File: config.mk
export PLATFORM = sky130hd
export DESIGN_NAME = multicycle_ctrl
export DESIGN_NICKNAME = d
export VERILOG_FILES = /design/src/rtl/ctrl_pkg.sv /design/src/rtl/alu_op_dec.sv /design/src/rtl/multicycle_ctrl.sv
export SDC_FILE = /design/constraint.sdc
export NUM_CORES = 1
export LEC_CHECK = 0
export BUFFER_PORTS_ARGS = -buffer_cell sky130_fd_sc_hd__buf_2
export CAP_MARGIN = 10
export CORE_ASPECT_RATIO = 1.1
export CORE_MARGIN = 2
export CORE_UTILIZATION = 30
export DETAILED_ROUTE_END_ITERATION = 10
export PLACE_DENSITY = 0.69
export SLEW_MARGIN = 20
export SYNTH_ARGS = -nofsm -noshare
export SYNTH_HDL_FRONTEND = slang
export SYNTH_SLANG_ARGS = --single-unit
File: constraint.sdc
create_clock -name clk -period 1.6 [get_ports clk]
set_input_delay 0.16 -clock clk [delete_from_list [all_inputs] [get_ports clk]]
set_output_delay 0.16 -clock clk [all_outputs]
set_load 0.03 [all_outputs]
File: src/rtl/ctrl_pkg.sv
// Shared definitions for the multicycle MIPS-subset control path: state
// encodings, opcode/funct constants, ALU select codes and datapath mux codes.
// The ALU select codes are also consumed by the ALU itself.
package ctrl_pkg;

    typedef enum logic [3:0] {
        S_FETCH    = 4'd0,
        S_DECODE   = 4'd1,
        S_MEM_ADDR = 4'd2,
        S_MEM_RD   = 4'd3,
        S_MEM_WB   = 4'd4,
        S_MEM_WR   = 4'd5,
        S_R_EXEC   = 4'd6,
        S_R_WB     = 4'd7,
        S_BRANCH   = 4'd8,
        S_JUMP     = 4'd9,
        S_I_EXEC   = 4'd10,
        S_I_WB     = 4'd11
    } state_e;

    // Which ALU decode applies in the current state
    typedef enum logic [1:0] {
        AC_ADD   = 2'd0,
        AC_SUB   = 2'd1,
        AC_RTYPE = 2'd2,
        AC_ITYPE = 2'd3
    } alu_class_e;

    localparam logic [5:0] OP_RTYPE = 6'b000000;
    localparam logic [5:0] OP_J     = 6'b000010;
    localparam logic [5:0] OP_BEQ   = 6'b000100;
    localparam logic [5:0] OP_BNE   = 6'b000101;
    localparam logic [5:0] OP_ADDI  = 6'b001000;
    localparam logic [5:0] OP_SLTI  = 6'b001010;
    localparam logic [5:0] OP_ANDI  = 6'b001100;
    localparam logic [5:0] OP_ORI   = 6'b001101;
    localparam logic [5:0] OP_LW    = 6'b100011;
    localparam logic [5:0] OP_SW    = 6'b101011;

    localparam logic [5:0] FN_ADD = 6'b100000;
    localparam logic [5:0] FN_SUB = 6'b100010;
    localparam logic [5:0] FN_AND = 6'b100100;
    localparam logic [5:0] FN_OR  = 6'b100101;
    localparam logic [5:0] FN_NOR = 6'b100111;
    localparam logic [5:0] FN_SLT = 6'b101010;
    localparam logic [5:0] FN_SLL = 6'b000000;
    localparam logic [5:0] FN_SRL = 6'b000010;

    localparam logic [2:0] ALU_ADD = 3'b000;
    localparam logic [2:0] ALU_AND = 3'b001;
    localparam logic [2:0] ALU_OR  = 3'b010;
    localparam logic [2:0] ALU_NOR = 3'b011;
    localparam logic [2:0] ALU_SLT = 3'b100;
    localparam logic [2:0] ALU_SLL = 3'b101;
    localparam logic [2:0] ALU_SRL = 3'b110;
    localparam logic [2:0] ALU_SUB = 3'b111;

    localparam logic [1:0] SRC_A_PC   = 2'b00;
    localparam logic [1:0] SRC_A_REGA = 2'b01;
    localparam logic [1:0] SRC_A_REGB = 2'b10;

    localparam logic [1:0] SRC_B_REGB    = 2'b00;
    localparam logic [1:0] SRC_B_FOUR    = 2'b01;
    localparam logic [1:0] SRC_B_IMM     = 2'b10;
    localparam logic [1:0] SRC_B_IMM_SH2 = 2'b11;

    localparam logic [1:0] PC_SRC_ALU    = 2'b00;
    localparam logic [1:0] PC_SRC_ALUOUT = 2'b01;
    localparam logic [1:0] PC_SRC_JUMP   = 2'b10;

endpackage

File: src/rtl/alu_op_dec.sv
// ALU operation decoder: maps (state class, opcode, funct) to the 3-bit ALU
// select, flags the shift instructions (which take shamt through operand B)
// and reports whether the R-type funct is one we implement.
module alu_op_dec
    import ctrl_pkg::*;
#(
    parameter int OPCODE_W = 6,
    parameter int FUNCT_W  = 6
) (
    input  alu_class_e          cls_i,
    input  logic [OPCODE_W-1:0] opcode_i,
    input  logic [FUNCT_W-1:0]  funct_i,
    output logic [2:0]          alu_sel_o,
    output logic                shift_o,
    output logic                funct_ok_o
);

    logic [2:0] r_sel;
    logic       r_shift;
    logic [2:0] i_sel;

    // R-type funct decode; unknown funct keeps ADD and clears funct_ok
    always_comb begin
        r_sel      = ALU_ADD;
        r_shift    = 1'b0;
        funct_ok_o = 1'b1;
        case (funct_i)
            FN_ADD:  r_sel = ALU_ADD;
            FN_SUB:  r_sel = ALU_SUB;
            FN_AND:  r_sel = ALU_AND;
            FN_OR:   r_sel = ALU_OR;
            FN_NOR:  r_sel = ALU_NOR;
            FN_SLT:  r_sel = ALU_SLT;
            FN_SLL:  begin r_sel = ALU_SLL; r_shift = 1'b1; end
            FN_SRL:  begin r_sel = ALU_SRL; r_shift = 1'b1; end
            default: funct_ok_o = 1'b0;
        endcase
    end

    // I-type ALU decode; addi and anything else fall back to ADD
    always_comb begin
        case (opcode_i)
            OP_ANDI: i_sel = ALU_AND;
            OP_ORI:  i_sel = ALU_OR;
            OP_SLTI: i_sel = ALU_SLT;
            default: i_sel = ALU_ADD;
        endcase
    end

    // Pick the decode that applies to the current state class
    always_comb begin
        alu_sel_o = ALU_ADD;
        shift_o   = 1'b0;
        case (cls_i)
            AC_ADD:   alu_sel_o = ALU_ADD;
            AC_SUB:   alu_sel_o = ALU_SUB;
            AC_RTYPE: begin alu_sel_o = r_sel; shift_o = r_shift; end
            AC_ITYPE: alu_sel_o = i_sel;
            default:  alu_sel_o = ALU_ADD;
        endcase
    end

endmodule

File: src/rtl/multicycle_ctrl.sv
// Main control FSM of the multicycle MIPS-subset datapath: fetch, decode,
// execute, memory and writeback. Outputs are Moore-decoded from the state
// register, except pc_write in BRANCH (follows zero) and the memory-wait
// gating. Optional build macro MULTICYCLE_MEM_WAIT_EN makes FETCH, MEM_RD
// and MEM_WR wait for mem_ready.
//
// Memory handshake (MULTICYCLE_MEM_WAIT_EN only): a memory state drives its
// strobe (mem_read or mem_write) for every cycle it is occupied; the access
// completes, and the FSM leaves the state, on the rising edge where
// mem_ready=1. pc_write/ir_write in FETCH fire only in that completing cycle.
module multicycle_ctrl
    import ctrl_pkg::*;
#(
    parameter int OPCODE_W = 6,
    parameter int FUNCT_W  = 6,
    parameter int STATE_W  = 4
) (
    input  logic                clk,
    input  logic                rst,
    input  logic [OPCODE_W-1:0] opcode,
    input  logic [FUNCT_W-1:0]  funct,
    input  logic                zero,
    input  logic                mem_ready,
    output logic                pc_write,
    output logic [1:0]          pc_src,
    output logic                i_or_d,
    output logic                mem_read,
    output logic                mem_write,
    output logic                ir_write,
    output logic                reg_dst,
    output logic                mem_to_reg,
    output logic                reg_write,
    output logic [1:0]          alu_src_a,
    output logic [1:0]          alu_src_b,
    output logic [2:0]          alu_sel,
    output logic                illegal_op,
    output logic [STATE_W-1:0]  state_dbg
);

    state_e     state_q, state_d;
    alu_class_e alu_cls;
    logic [2:0] dec_sel;
    logic       dec_shift;
    logic       dec_funct_ok;
    logic       op_legal;
    logic       mem_ok;

`ifdef MULTICYCLE_MEM_WAIT_EN
    assign mem_ok = mem_ready;
`else
    logic unused_mem_ready;
    assign unused_mem_ready = mem_ready;
    assign mem_ok = 1'b1;
`endif

    alu_op_dec #(
        .OPCODE_W (OPCODE_W),
        .FUNCT_W  (FUNCT_W)
    ) u_alu_op_dec (
        .cls_i      (alu_cls),
        .opcode_i   (opcode),
        .funct_i    (funct),
        .alu_sel_o  (dec_sel),
        .shift_o    (dec_shift),
        .funct_ok_o (dec_funct_ok)
    );

    // Opcodes the datapath supports
    always_comb begin
        case (opcode)
            OP_RTYPE, OP_J, OP_BEQ, OP_BNE, OP_ADDI,
            OP_SLTI, OP_ANDI, OP_ORI, OP_LW, OP_SW: op_legal = 1'b1;
            default:                                op_legal = 1'b0;
        endcase
    end

    // ALU decode class for the current state
    always_comb begin
        case (state_q)
            S_BRANCH: alu_cls = AC_SUB;
            S_R_EXEC: alu_cls = AC_RTYPE;
            S_I_EXEC: alu_cls = AC_ITYPE;
            default:  alu_cls = AC_ADD;
        endcase
    end

    // Next-state logic; unused encodings fall back to FETCH
    always_comb begin
        state_d = S_FETCH;
        case (state_q)
            S_FETCH:    state_d = mem_ok ? S_DECODE : S_FETCH;
            S_DECODE: begin
                case (opcode)
                    OP_LW, OP_SW:                       state_d = S_MEM_ADDR;
                    OP_RTYPE:                           state_d = S_R_EXEC;
                    OP_BEQ, OP_BNE:                     state_d = S_BRANCH;
                    OP_J:                               state_d = S_JUMP;
                    OP_ADDI, OP_ANDI, OP_ORI, OP_SLTI:  state_d = S_I_EXEC;
                    default:                            state_d = S_FETCH;
                endcase
            end
            S_MEM_ADDR: begin
                if (opcode == OP_LW)      state_d = S_MEM_RD;
                else if (opcode == OP_SW) state_d = S_MEM_WR;
                else                      state_d = S_FETCH;
            end
            S_MEM_RD:   state_d = mem_ok ? S_MEM_WB : S_MEM_RD;
            S_MEM_WR:   state_d = mem_ok ? S_FETCH : S_MEM_WR;
            S_R_EXEC:   state_d = dec_funct_ok ? S_R_WB : S_FETCH;
            S_I_EXEC:   state_d = S_I_WB;
            default:    state_d = S_FETCH;
        endcase
    end

    // State register with synchronous reset to FETCH
    always_ff @(posedge clk) begin
        if (rst) state_q <= S_FETCH;
        else     state_q <= state_d;
    end

    // Output decode; everything held at zero while rst is high
    always_comb begin
        pc_write   = 1'b0;
        pc_src     = PC_SRC_ALU;
        i_or_d     = 1'b0;
        mem_read   = 1'b0;
        mem_write  = 1'b0;
        ir_write   = 1'b0;
        reg_dst    = 1'b0;
        mem_to_reg = 1'b0;
        reg_write  = 1'b0;
        alu_src_a  = SRC_A_PC;
        alu_src_b  = SRC_B_REGB;
        alu_sel    = ALU_ADD;
        illegal_op = 1'b0;
        if (!rst) begin
            alu_sel = dec_sel;
            case (state_q)
                S_FETCH: begin
                    mem_read  = 1'b1;
                    alu_src_b = SRC_B_FOUR;
                    pc_write  = mem_ok;
                    ir_write  = mem_ok;
                end
                S_DECODE: begin
                    alu_src_b  = SRC_B_IMM_SH2;
                    illegal_op = !op_legal;
                end
                S_MEM_ADDR: begin
                    alu_src_a = SRC_A_REGA;
                    alu_src_b = SRC_B_IMM;
                end
                S_MEM_RD: begin
                    mem_read = 1'b1;
                    i_or_d   = 1'b1;
                end
                S_MEM_WB: begin
                    reg_write  = 1'b1;
                    mem_to_reg = 1'b1;
                end
                S_MEM_WR: begin
                    mem_write = 1'b1;
                    i_or_d    = 1'b1;
                end
                S_R_EXEC: begin
                    // Shifts route rt through port A and IR-derived B carries shamt
                    alu_src_a  = dec_shift ? SRC_A_REGB : SRC_A_REGA;
                    alu_src_b  = dec_shift ? SRC_B_IMM : SRC_B_REGB;
                    illegal_op = !dec_funct_ok;
                end
                S_R_WB: begin
                    reg_write = 1'b1;
                    reg_dst   = 1'b1;
                end
                S_BRANCH: begin
                    alu_src_a = SRC_A_REGA;
                    pc_src    = PC_SRC_ALUOUT;
                    pc_write  = (opcode == OP_BNE) ? !zero : zero;
                end
                S_JUMP: begin
                    pc_src   = PC_SRC_JUMP;
                    pc_write = 1'b1;
                end
                S_I_EXEC: begin
                    alu_src_a = SRC_A_REGA;
                    alu_src_b = SRC_B_IMM;
                end
                S_I_WB:  reg_write = 1'b1;
                default: ;
            endcase
        end
    end

    assign state_dbg = rst ? '0 : STATE_W'(state_q);

endmodule

* Word-level counts from Yosys, hierarchy flattened *
Cells that the tools add are included.

word-level totals
  flip-flop bits (word level) = 4
  word-level logic and storage cells = 92

operators by class
  equality and inequality tests = 30
  reductions and logical operators = 19
  multiplexer cells = 42

operators with widths
  kind                                                              count
  6-bit == test (second input constant)                             8
  6-bit by 4-bit == test with 1-bit output (second input constant)  4
  4-bit one-hot mux with 6 select lines                             1
  1-bit two-way mux                                                 21
  3-bit one-hot mux with 7 select lines                             1
  4-bit one-hot mux with 5 select lines                             1
  4-bit by 3-bit == test with 1-bit output (second input constant)  4
  4-bit == test (second input constant)                             4
  2-bit OR reduction                                                7
  6-bit by 2-bit == test with 1-bit output (second input constant)  2
  6-bit by 3-bit == test with 1-bit output (second input constant)  2
  6-bit zero test                                                   2
  3-bit two-way mux                                                 4
  3-bit one-hot mux with 4 select lines                             1
  2-bit two-way mux                                                 5
  10-bit OR reduction                                               1
  3-bit one-hot mux with 3 select lines                             1
  4-bit by 2-bit == test with 1-bit output (second input constant)  2
  2-bit one-hot mux with 2 select lines                             2
  2-bit one-hot mux with 4 select lines                             1
  8-bit OR reduction                                                1
  2-bit one-hot mux with 3 select lines                             1
  3-bit OR reduction                                                2
  2-bit == test (second input constant)                             2
  8 further kinds                                                   11

* Longest topological paths before layout *
  word-level depth = 7
  mapped depth = 6

* Modules after synthesis *
Synthesis repeated with hierarchy kept, for this count alone.

unflattened totals
  cells, all modules = 129
  area total of the unflattened synthesis = 824.5 um^2

by module, submodules not included
  module           times used  area an instance (um^2)  seq. area each (um^2)  cells an instance
  multicycle_ctrl  1           634.4                    80.1                   98
  alu_op_dec       1           190.2                    0.0                    31

* Worst setup path before layout *
OpenSTA, ideal clock, no wires.

  path type = reg-to-output
  start = reg state_q[3]
  end = out pc_src[0]
  slack = -0.242 ns
  stages on the path, launching flop included = 4
  arrival time = 1.682 ns
  path through = dfxtp_1 > clkbuf_1 > nand2b_1 > nor4_1

on the way
  cells in the longest elaborated chain, start to end = 3
  elaborated cells on any way between the ends = 4
  those cells by class = eq/ne: 2; mux: 2

ends and longest elaborated chain
  element                                    line                    source
  start, declared                            multicycle_ctrl.sv:40   state_e state_q, state_d;
  start signal, assigned                     multicycle_ctrl.sv:118  else state_q <= state_d;
  4-bit == test                              multicycle_ctrl.sv:138  case (state_q)
  2-bit one-hot mux with 2 select lines (*)  multicycle_ctrl.sv:138
  2-bit two-way mux (*)                      multicycle_ctrl.sv:136  if (!rst) begin
  end, declared                              multicycle_ctrl.sv:25   output logic [1:0] pc_src,

Mark *: on every way between the ends. The rest lies on a longest branch, timed or not.

* Final worst setup path *
  start = reg state_q[3]
  end = out alu_sel[0]

on the way
  cells in the longest elaborated chain, start to end = 5
  elaborated cells on any way between the ends = 10
  those cells by class = eq/ne: 6; mux: 3; reduce/logical: 1

ends and longest elaborated chain
  element                                                                    line                    source
  4-bit == test or 4-bit by 3-bit == test with 1-bit output (tied branches)  multicycle_ctrl.sv:79   case (state_q)
  2-bit one-hot mux with 3 select lines (*)                                  multicycle_ctrl.sv:79
  2-bit == test (tied with other cells)                                      alu_op_dec.sv:54        case (cls_i)
  3-bit one-hot mux with 4 select lines (*)                                  alu_op_dec.sv:54
  3-bit two-way mux (*)                                                      multicycle_ctrl.sv:136
  end, declared                                                              multicycle_ctrl.sv:35   output logic [2:0] alu_sel,

Marks and branches as above.

==> reports/qor.txt <==
Crit Path Class = flop to output port
share of post-route cells with drive strength above 1 = 0.536
worst-margin pin slew = 0.392 ns
Gate Count Post-Synth = 124
Detailed Routing Iterations Pass 1 = 4
Max Cap Viol = 0
Worst EP required = 1.44 ns
register ranked first by flip-flop count = state_q
critical-path maximum fanout = 4
distinct cell type count after synthesis = 36
Max Freq = 0.600 GHz
DP HPWL = 2.05 mm
sequential share of the synthesized area = 0.107
EDFF count, synth = 0
leakage = 0.556 nW
CTS max path bufs = 2
total CTS buffers = 3
top cells by area, synth = dfxtp_1, nor2_1, a21oi_1, o21ai_0, nor3_1
Hold Crit Depth = 4
Antenna Cells = 0
max FFs per register = 4
Synth-to-Final Area Change = 79.7%
Synth Net Count = 140
cell taking the most area after synthesis = dfxtp_1
RSZ-0062 raised after global routing = true
Die Span X = 51.5 um
Final min period = 1.67 ns
Hold Crit Class = input pin to flop
root buffer cell = clkbuf_4
final setup margin = -0.0670 ns
io pins = 38
biggest regs = state_q (4)
outcome = finished with violations
final hold violations = 0
GRT Max-Usage Layer = met2
Pwr Density = 372 mW/mm^2
later-pin clock latency in the skew report = 0.24 ns
fill count = 219
Residual DRC = 0
slew margin rel. = 0.737
Core ar. = 0.00230 sq mm
Synth Warn # = 0
part of the cycle the worst path needs = 1.04
most instantiated cells after synthesis = nor2_1, nand2_1, a21oi_1, o21ai_0, nor3_1
IO Port Bufs = 36
vias in the first global route = 1106
post-route ant nets = 0
drt wl/cell = 14.1 um
Initial Util = 0.325
Post-Place Cells = 200
count leader, synth = nor2_1
total gr overflow = 0
largest net degree at the start of global routing = 13
initial antenna violation count = 0
Final Instance Count excl. Fillers = 211
#FFs+latches synth = 4
overall die area = 0.00290 sq mm
GP Congestion = 0.923
GRT met3 Usage = 0.0266
top cell type's share of synthesized area = 0.107
die height = 56.3 um
nets = 199
main flop type after synthesis = dfxtp_1
crit end category = output port
met1 usage = 0.274
met2 usage in global routing = 0.361
Hold WS = 0.290 ns
Peak VDD IR = 0.000312 V
Total GRT Usage = 0.216
flop-to-flop setup slack = 0.30 ns
Max Slew Vio Count = 0
clk sink count = 4
clk_skew = 0.000493 ns
global-route wire length before repair = 4.90 mm
Post-Syn Area = 746 sq um
total number of vias = 1171
CTS H-tree lvls = 1
final wirelength = 2.98 mm
clk slew on worst S/H paths = 0.04 ns
synthesized area per cell = 6.01 sq um
Starting DRT DRC Count = 48
R2R depth = 6
startpoint types = flop
crit path DAT = 1.51 ns
TritonCTS clock tree = built
row count = 18
failing checks = setup timing
Setup violations, final = 5
Async SR Flop Fraction = 0
vias per cell = 5.55
[cell usage in the layout, fill, tap and decap left out, types with 2 or more instances in the layout]
| cell | n |
|---|---|
| nor2_1 | 14 |
| a31oi_1 | 5 |
| buf_6 | 9 |
| xnor2_1 | 2 |
| clkbuf_4 | 3 |
| inv_1 | 3 |
| nand2_2 | 2 |
| nor2_2 | 3 |
| nand2b_4 | 2 |
| nand2b_1 | 2 |
| nand3_1 | 7 |
| nor2_4 | 2 |
| nor3_1 | 7 |
| o21ai_0 | 7 |
| nand4b_1 | 3 |
| o22ai_1 | 3 |
| nor2b_1 | 2 |
| dfxtp_2 | 4 |
| nand2_1 | 9 |
| a21oi_1 | 8 |
| buf_4 | 29 |
| buf_2 | 24 |
| o21ai_1 | 3 |
| nor4_2 | 3 |
| or3_4 | 2 |
| a21oi_2 | 2 |
[metrics by stage]
| step | worst slack [ns] | setup TNS (ns) | area, sq um | utilization | total power, mW |
|---|---|---|---|---|---|
| final | -0.0670 | -0.184 | 1340 | 0.583 | 0.499 |
| after global routing | -0.126 | -0.627 | 1340 | 0.583 | 0.524 |
| after CTS | -0.0531 | -0.140 | 1300 | 0.564 | 0.484 |
| after detailed placement | -0.0110 | -0.0148 | 1100 | 0.480 | 0.324 |
| after global placement | -0.00871 | -0.00871 | 1100 | 0.480 | 0.319 |
| after floorplan | -0.0769 | -0.195 | 790 | - | 0.239 |
[cell type report]
| type | instances | area [sq um] | area share |
|---|---|---|---|
| Clock buffer | 3 | 22.5 | 0.0168 |
| Sequential cell | 4 | 85.1 | 0.0635 |
| Inverter | 4 | 15.0 | 0.0112 |
| Multi-Input combinational cell | 107 | 721 | 0.538 |
| Tap cell | 30 | 37.5 | 0.0280 |
| Timing Repair Buffer | 63 | 459 | 0.343 |
[layer usage]
layer  vias up  share of wire  routed length, um
met5         -              0                  0
met4         0          0.020                 61
met3         6          0.069                206
met2        54           0.51               1520
met1       542           0.40               1190
li1        569              -                  -
[report_power, final]
part	leakage, nW	internal [mW]	switching (mW)	total, mW
clock	0.0138	0.0845	0.0500	0.134
combinational	0.508	0.108	0.146	0.255
sequential	0.0343	0.104	0.00521	0.109
total	0.556	0.297	0.202	0.499
[cells by family after synthesis]
group / after synthesis / share of synthesized area
AO/OA/AOI/OAI: 35 / 0.277
buffers and inverters: 13 / 0.101
flip-flops: 4 / 0.107
AND/OR/NAND/NOR: 69 / 0.480
XOR/XNOR: 3 / 0.0352
[repair_timing]
item | CTS | global route
pin swaps | 6 | 5
setup buffers | 8 | 0
gates resized for setup | 33 | 20
hold buffers | 0 | 0
endpoints found under the setup margin | 10 | 12
[critical path: stages, from the launching register on]
cell and delay (ns):
dfxtp_2 0.32, inv_2 0.06, nand2_2 0.08, or4_4 0.50, a31oi_4 0.15, buf_6 0.15
[path summary, 6_finish.rpt]
check        startpoint         end
min           opcode[4]  state_q[1]
min reg2reg  state_q[3]  state_q[3]
max reg2reg  state_q[1]  state_q[1]
max          state_q[3]  alu_sel[0]
No activity file was read; power rests on OpenSTA's default activity.
